--- config.mk ---
export PLATFORM = sky130hd
export DESIGN_NAME = timer_int_flat
export DESIGN_NICKNAME = d
export VERILOG_FILES = /design/src/rtl/timer_int_if.sv /design/src/rtl/timer_int.sv /design/src/flat_wrapper.sv
export SDC_FILE = /design/constraint.sdc
export NUM_CORES = 1
export LEC_CHECK = 0
export ABC_AREA = 1
export CELL_PAD_IN_SITES_DETAIL_PLACEMENT = 1
export CELL_PAD_IN_SITES_GLOBAL_PLACEMENT = 1
export CORE_MARGIN = 5
export CORE_UTILIZATION = 39
export DETAILED_ROUTE_END_ITERATION = 10
export GPL_ROUTABILITY_DRIVEN = 0
export PLACE_DENSITY_LB_ADDON = 0.12
export SLEW_MARGIN = 25
export SYNTH_ARGS = -nofsm -noshare
export SYNTH_HDL_FRONTEND = slang
export SYNTH_SLANG_ARGS = --single-unit
--- constraint.sdc ---
create_clock -name clk -period 1.7 [get_ports clk]
set_clock_uncertainty 0.15 [all_clocks]
set_input_delay 0.34 -clock clk [delete_from_list [all_inputs] [get_ports clk]]
set_output_delay 0.34 -clock clk [all_outputs]
set_load 0.03 [all_outputs]
--- src/rtl/timer_int_if.sv ---
// Bus between the CPU datapath and the timer: register writes and
// interrupt acknowledge in, counter value and status out.
interface timer_int_if #(
  parameter int W = 8
);
  logic         we;
  logic         addr;
  logic [W-1:0] wdata;
  logic         ack;
  logic [W-1:0] count;
  logic         irq;
  logic         ovf;
  logic         running;

  // CPU side: drives register writes and the interrupt acknowledge
  modport master (
    output we, addr, wdata, ack,
    input  count, irq, ovf, running
  );

  // Timer side
  modport slave (
    input  we, addr, wdata, ack,
    output count, irq, ovf, running
  );
endinterface

--- src/rtl/timer_int.sv ---
// Programmable down-counting timer with prescaler, auto-reload or
// one-shot mode, a sticky interrupt level and a missed-interrupt flag.
module timer_int #(
  parameter int W    = 8,
  parameter int PS_W = 7
) (
  input  logic       clk,
  input  logic       reset,
  timer_int_if.slave bus
);

  // The largest SEL that still fits the prescaler; larger values saturate
  localparam logic [2:0]      SEL_MAX = 3'((PS_W > 7) ? 7 : PS_W);
  localparam logic [PS_W:0]   ONE_WIDE = (PS_W + 1)'(1);

  logic [W-1:0]    reload_q, reload_d;
  logic [W-1:0]    count_q,  count_d;
  logic [PS_W-1:0] presc_q,  presc_d;
  logic            en_q,  en_d;
  logic            ar_q,  ar_d;
  logic [2:0]      sel_q, sel_d;
  logic            irq_q, irq_d;
  logic            ovf_q, ovf_d;

  logic            wr_reload;
  logic            wr_ctrl;
  logic [2:0]      sel_eff;
  logic [PS_W:0]   mask_wide;
  logic [PS_W-1:0] mask;
  logic            tick;
  logic            expiry;

  // Decode writes, derive the prescaler tick and the expiry event
  always_comb begin
    wr_reload = bus.we & ~bus.addr;
    wr_ctrl   = bus.we &  bus.addr;
    sel_eff   = (sel_q > SEL_MAX) ? SEL_MAX : sel_q;
    mask_wide = (ONE_WIDE << sel_eff) - ONE_WIDE;
    mask      = mask_wide[PS_W-1:0];
    tick      = en_q & ((presc_q & mask) == mask);
    expiry    = tick & (count_q == '0);
  end

  // Next-state logic: a register write wins over the tick for its own target
  always_comb begin
    reload_d = reload_q;
    count_d  = count_q;
    presc_d  = presc_q;
    en_d     = en_q;
    ar_d     = ar_q;
    sel_d    = sel_q;
    irq_d    = irq_q;
    ovf_d    = ovf_q;

    // prescaler free-runs while enabled and restarts on any register write
    if (en_q) begin
      presc_d = presc_q + PS_W'(1);
    end else begin
      presc_d = '0;
    end

    // counter: decrement, or reload / stop on expiry
    if (tick) begin
      if (count_q != '0) begin
        count_d = count_q - W'(1);
      end else if (ar_q) begin
        count_d = reload_q;
      end else begin
        en_d = 1'b0;
      end
    end

    if (wr_reload) begin
      reload_d = bus.wdata;
      count_d  = bus.wdata;
      presc_d  = '0;
    end

    // reserved CTRL bits are simply not stored
    if (wr_ctrl) begin
      en_d    = bus.wdata[0];
      ar_d    = bus.wdata[1];
      sel_d   = bus.wdata[4:2];
      presc_d = '0;
    end

    // sticky interrupt and overflow; a fresh expiry beats the acknowledge
    if (expiry) begin
      irq_d = 1'b1;
      if (irq_q) begin
        ovf_d = 1'b1;
      end
    end else if (bus.ack) begin
      irq_d = 1'b0;
      ovf_d = 1'b0;
    end
  end

  // State registers with asynchronous clear
  always_ff @(posedge clk or negedge reset) begin
    if (!reset) begin
      reload_q <= '0;
      count_q  <= '0;
      presc_q  <= '0;
      en_q     <= 1'b0;
      ar_q     <= 1'b0;
      sel_q    <= '0;
      irq_q    <= 1'b0;
      ovf_q    <= 1'b0;
    end else begin
      reload_q <= reload_d;
      count_q  <= count_d;
      presc_q  <= presc_d;
      en_q     <= en_d;
      ar_q     <= ar_d;
      sel_q    <= sel_d;
      irq_q    <= irq_d;
      ovf_q    <= ovf_d;
    end
  end

  assign bus.count   = count_q;
  assign bus.irq     = irq_q;
  assign bus.ovf     = ovf_q;
  assign bus.running = en_q;

endmodule

--- src/flat_wrapper.sv ---
// flat-port wrapper written by rule: the top's interface ports become plain ports
module timer_int_flat 
#(
  parameter int W    = 8,
  parameter int PS_W = 7
)
  (clk, reset, bus_we, bus_addr, bus_wdata, bus_ack, bus_count, bus_irq, bus_ovf, bus_running);
  timer_int_if #(.W(W)) bus_i ();
  input  logic clk;
  input  logic reset;
  input wire logic [$bits(bus_i.we)-1:0] bus_we;
  input wire logic [$bits(bus_i.addr)-1:0] bus_addr;
  input wire logic [$bits(bus_i.wdata)-1:0] bus_wdata;
  input wire logic [$bits(bus_i.ack)-1:0] bus_ack;
  output wire logic [$bits(bus_i.count)-1:0] bus_count;
  output wire logic [$bits(bus_i.irq)-1:0] bus_irq;
  output wire logic [$bits(bus_i.ovf)-1:0] bus_ovf;
  output wire logic [$bits(bus_i.running)-1:0] bus_running;
  assign bus_i.we = bus_we;
  assign bus_i.addr = bus_addr;
  assign bus_i.wdata = bus_wdata;
  assign bus_i.ack = bus_ack;
  assign bus_count = bus_i.count;
  assign bus_irq = bus_i.irq;
  assign bus_ovf = bus_i.ovf;
  assign bus_running = bus_i.running;
  timer_int #(.W(W), .PS_W(PS_W)) u_core (.clk(clk), .reset(reset), .bus(bus_i));
endmodule
==> results of run 1 <==
[state kept, by name, summed over array words and instances (netlist names)]
| name | cells |
|---|---|
| u_core.ar_q | 1 |
| u_core.bus.count | 8 |
| u_core.bus.irq | 1 |
| u_core.bus.ovf | 1 |
| u_core.bus.running | 1 |
| u_core.presc_q | 7 |
| u_core.reload_q | 8 |
| u_core.sel_q | 3 |
[cell type report]
class	instances	area, um^2	share of cell area
clock buffer	8	110	0.0485
multi-input combinational	160	808	0.356
tap	50	62.6	0.0276
sequential	30	753	0.332
timing repair buffer	47	422	0.186
inverter	28	113	0.0496
[power groups by stage]
stage / clock network [mW] / registers [mW] / logic, mW
5_1_grt: 0.733 / 0.988 / 1.85
3_3_place_gp: 0 / 0.983 / 1.55
4_1_cts: 0.691 / 0.972 / 1.55
3_5_place_dp: 0 / 0.987 / 1.60
6_report: 0.676 / 0.967 / 1.65
2_1_floorplan: 0 / 1.17 / 0.761
[through the flow]
stage	util	worst slack, ns	cell area (um^2)	power, mW	std cells
2_1_floorplan	-	0.0610	1680	1.93	222
3_3_place_gp	0.512	-0.123	2090	2.54	309
3_5_place_dp	0.512	-0.162	2090	2.59	309
4_1_cts	0.536	0.00795	2190	3.22	317
5_1_grt	0.555	-0.0279	2270	3.57	323
6_report	0.555	0.0360	2270	3.30	323
[layout by cell type (no fill, tap or decap), drive strengths merged, types with 2 or more instances in the layout]
cell type and count:
nand2 83, dfrtp 30, inv 28, buf 24, nand3 20, nor2 19
o21ai 18, clkdlybuf4s50 12, dlygate4sd2 10, clkbuf 8, a21oi 7, nor3 3
ha 3, o21a 2
[worst max-delay path: stages (launching register included)]
cell             delay [ns]
dfrtp_2                0.42
buf_4                  0.15
clkdlybuf4s15_1        0.33
[cell families after synthesis]
logic type,Yosys count
and+or+nand+nor,128
buffers and inverters,32
DFF,30
AOI/OAI and AO/OA,29
adders and majority gates,3
[worst paths after layout]
| path | startpoint | to | slack (ns) | cells past startpoint |
|---|---|---|---|---|
| worst max-delay path | u_core.bus.count[1] | bus_count[1] | 0.04 | 2 |
| min in group clk | u_core.presc_q[0] | u_core.presc_q[0] | 0.35 | 1 |
| worst max register to register | u_core.bus.count[0] | u_core.bus.count[2] | 0.06 | 9 |
| worst min-delay path | reset | u_core.presc_q[6] | 0.26 | 2 |
| max in group asynchronous | reset | u_core.bus.count[1] | 0.96 | 2 |
| worst min register to register | u_core.presc_q[0] | u_core.presc_q[0] | 0.35 | 1 |
[per-layer routing]
metal | track usage | up-vias | part of all wire
met3 | 0.0435 | 6 | 0.040
met4 | 0.0583 | 0 | 0.017
met5 | 0 | - | 0
met2 | 0.284 | 24 | 0.44
li1 | - | 802 | -
met1 | 0.248 | 731 | 0.50
[timing repair]
item	4_1_cts	5_1_grt
setup endpoints to repair	19	8
pin swaps	1	5
gates resized for setup	13	12
hold buffers	0	0
setup buffers	0	6
endpoints found under the hold margin	0	0
==> flow_summary.ini, run 1 <==
[timing]
post-route-period-util = 0.979
finalSetupTns_ns = 0
final-hold-violation-count = 0
slew_headroom = 0.793
whs_ns = 0.264
tightest_slew_ns = 0.312
drv_slew = 0
setup_viol = 0
max_freq_mhz = 601
rsz0062_at_grt = true
finalCriticalPeriod_ns = 1.66

[status]
status = complete, no violations

[clocking]
clock_sinks = 30
clkLatencyLatePin_ns = 0.29
ctsRootBufferMaster = clkbuf_8
cts_tree = yes
cts_buffers = 5
cts_max_level = 2
clock_path_buffers = 2
clk_pin_slew_worst_paths_ns = 0.06

[worst_setup_path]
crit_type = flop to primary output
critPathMaxFanout = 3
start_kind = flop
critical_path_arrival_ns = 1.17
required_ns = 1.21
endpoint_kind = primary output

[synth]
synth_top_family_by_area = simple AND/OR/NAND/NOR gates
ys_ff_latch = 30
yosys_most_used_dff = dfrtp_1
synth_top_area_frac = 0.447
netlist_instances = 222
synthAdderAreaFrac = 0.0224
synth_cell_types = 26
postSynthAreaPerCell_um2 = 7.56
synth_area_leaders = dfrtp_1 (45%), nand2_1 (18%), inv_1 (6.0%), o21ai_0 (4.8%), nand3_1 (3.9%)
ys_seq_area_frac = 0.447
synth_area_leader_cell = dfrtp_1
netlist_area_mm2 = 0.00168
ys_warn_count = 0
synth_xor_area_frac = 0
synth_nets = 238
synth-edff-count = 0
synth.area.mux_share = 0
synthMostInstantiatedCell = nand2_1
async_reset_ff_frac = 1.00
synthSimpleGateAreaFrac = 0.355
synth-compound-area-share = 0.0925
ys_top_cells_by_count = nand2_1 (79), dfrtp_1 (30), inv_1 (27)

[grt]
grt_antenna_before_repair = 0
grt_pass1_wl_um = 7580
grt_max_degree = 31
grt_pass1_vias = 1580
track_usage = 0.181
grt-ovfl-total = 0

[power_and_ir_drop]
p_comb_frac = 0.502
clock_power_share = 0.205
p_per_area_mw_per_mm2 = 1450
p_switching_mw = 1.37
seqPwrFrac = 0.293
p_int_mw = 1.92
ir_drop_v = 0.000509
p_leak_nw = 1.18
p_sw_frac = 0.417

[finish]
fillers = 523
drive_gt1_frac = 0.209
nets = 288
n_antenna_cell = 0
syn_to_final_growth_pct = 35.2

[routing]
ant_nets = 0
drt-pass1-iter-count = 4
wirelength_um = 4500
drt_iter0_markers = 76
via_count = 1563
drc = 0
vias_per_cell = 4.84
wl_per_cell_um = 13.9

[placed_design]
portBuffers = 23
post-dp-hpwl_um = 3510

[floorplan]
coreArea_mm2 = 0.00409
fp-row-count = 23
die_w_um = 75.6
die_area_mm2 = 0.00571
start_util = 0.411
pin_count = 24
dieHeight_um = 75.6

[worst_hold_path]
min_path_type = input pin to asynchronous set/reset pin

[run]
max_cap_viol_count = 0
Note: power is estimated with default switching activity, not from simulation.
==> inputs of run 2 (changes only) <==
- SLEW_MARGIN: 25 -> not set
- TNS_END_PERCENT: not set -> 20
==> run 2 against run 1 <==
  * Via count did not move
  * Wire length did not move
  * Hold slack did not move
  * Final cell count did not move
  * Sequential power barely moved
  * Flip-flop and latch count did not move
  * Critical endpoint unchanged
  * Sequential share of layout area did not move
  * Power did not move
  * Highest routed layer unchanged
==> flow_summary.ini, run 2 (synthesis results as in run 1) <==
[timing]
drv_slew = 0
slew_headroom = 0.793
tightest_slew_ns = 0.312
finalCriticalPeriod_ns = 1.66
max_freq_mhz = 601
rsz0062_at_grt = true
setup_viol = 0
whs_ns = 0.264
final-hold-violation-count = 0
post-route-period-util = 0.979
setup_ws_ns = 0.0360

[finish]
final_common_cell = nand2_1
nets = 288
multi_input_area_um2 = 808
syn_to_final_growth_pct = 35.2
n_antenna_cell = 0
layoutNonFillerInstCount = 323
final_core_utilization = 0.555
final_cell_mix = nand2_1 (76), dfrtp_1 (28), inv_1 (25)
area.sequential_um2 = 753
drive_gt1_frac = 0.209
fillers = 523

[clocking]
clk_pin_slew_worst_paths_ns = 0.06
cts_tree = yes
ctsRootBufferMaster = clkbuf_8
clock_sinks = 30
clkLatencyLatePin_ns = 0.29
cts_max_level = 2
clock_path_buffers = 2
hold_buffers = 0
cts_buffers = 5

[grt]
grt_antenna_before_repair = 0
grt-ovfl-total = 0
track_usage = 0.181
grt_max_degree = 31
grt_pass1_vias = 1580
grt_pass1_wl_um = 7580

[worst_setup_path]
critical_path_arrival_ns = 1.17
crit_type = flop to primary output
worstPathBufferInverterCount = 2
slowest_stage = dfrtp_2
start_kind = flop
critPathMaxFanout = 3
crit_chain = buf_4, clkdlybuf4s15_1
endpoint_kind = primary output
path_delay_family = buffers and inverters
max_stage_delay_ns = 0.42
required_ns = 1.21

[placed_design]
numPlacedInstances = 309
post-dp-hpwl_um = 3510
place_ws_ns = -0.162
portBuffers = 23

[routing]
ant_nets = 0
wl_per_cell_um = 13.9
drc = 0
via_count = 1563
drt-pass1-iter-count = 4
wirelength_um = 4500
drt_iter0_markers = 76
vias_per_cell = 4.84

[power_and_ir_drop]
total_power_mw = 3.30
p_leak_nw = 1.18
ir_drop_v = 0.000509
p_per_area_mw_per_mm2 = 1450

[floorplan]
die_area_mm2 = 0.00571
fp-row-count = 23
dieHeight_um = 75.6
die_w_um = 75.6
coreArea_mm2 = 0.00409
pin_count = 24
start_util = 0.411

[status]
status = complete, no violations

[worst_hold_path]
min_path_type = input pin to asynchronous set/reset pin

[run]
max_cap_viol_count = 0
-- run 2: cell counts in the layout (fill, tap and decap cells not counted) --
Identical to the previous run, type by type.
-- run 2: final cells by class --
type | count | share of cell area
Inverter | 28 | 0.0496
Timing Repair Buffer | 47 | 0.186
Sequential cell | 30 | 0.332
Multi-Input combinational cell | 160 | 0.356
Tap cell | 50 | 0.0276
Clock buffer | 8 | 0.0485
-- run 2: routing by layer --
metal,wire (um),track usage,up-vias
li1,-,-,802
met1,2250,0.248,731
met2,1990,0.284,24
met3,178,0.0435,6
met4,77,0.0583,0
met5,0,0,-
-- run 2: power breakdown --
group | switching [mW] | internal, mW
clock | 0.267 | 0.408
sequential | 0.118 | 0.849
combinational | 0.988 | 0.666
total | 1.37 | 1.92
-- run 2: what timing repair did --
action                                  in CTS  in global routing
endpoints found under the setup margin      19                  8
buffers inserted                             0                  6
pin swaps                                    1                  5
resized for setup                           13                 12
cloned                                       0                  0
-- run 2: worst paths after layout --
kind,end,slack (ns),depth (start not counted),start
min in group clk,u_core.presc_q[0],0.35,1,u_core.presc_q[0]
worst max-delay path,bus_count[1],0.04,2,u_core.bus.count[1]
worst min-delay path,u_core.presc_q[6],0.26,2,reset
worst min register to register,u_core.presc_q[0],0.35,1,u_core.presc_q[0]
worst max register to register,u_core.bus.count[2],0.06,9,u_core.bus.count[0]
max in group asynchronous,u_core.bus.count[1],0.96,2,reset
-- run 2: worst register-to-register path, cell delays in order (launching register included) --
cell and delay [ns]:
dfrtp_2 0.43, inv_4 0.08, ha_4 0.13, nand2_2 0.06
nor2_4 0.19, nand2_2 0.11, nand3_4 0.14, nand2_4 0.10
nand2_1 0.09, nand2_1 0.06
-- run 2: metrics by stage --
stage	setup TNS, ns	cell area, um^2
after floorplan	0	1680
after global placement	-0.775	2090
after detailed placement	-1.03	2090
after CTS	0	2190
after global routing	-0.0983	2270
final	0	2270
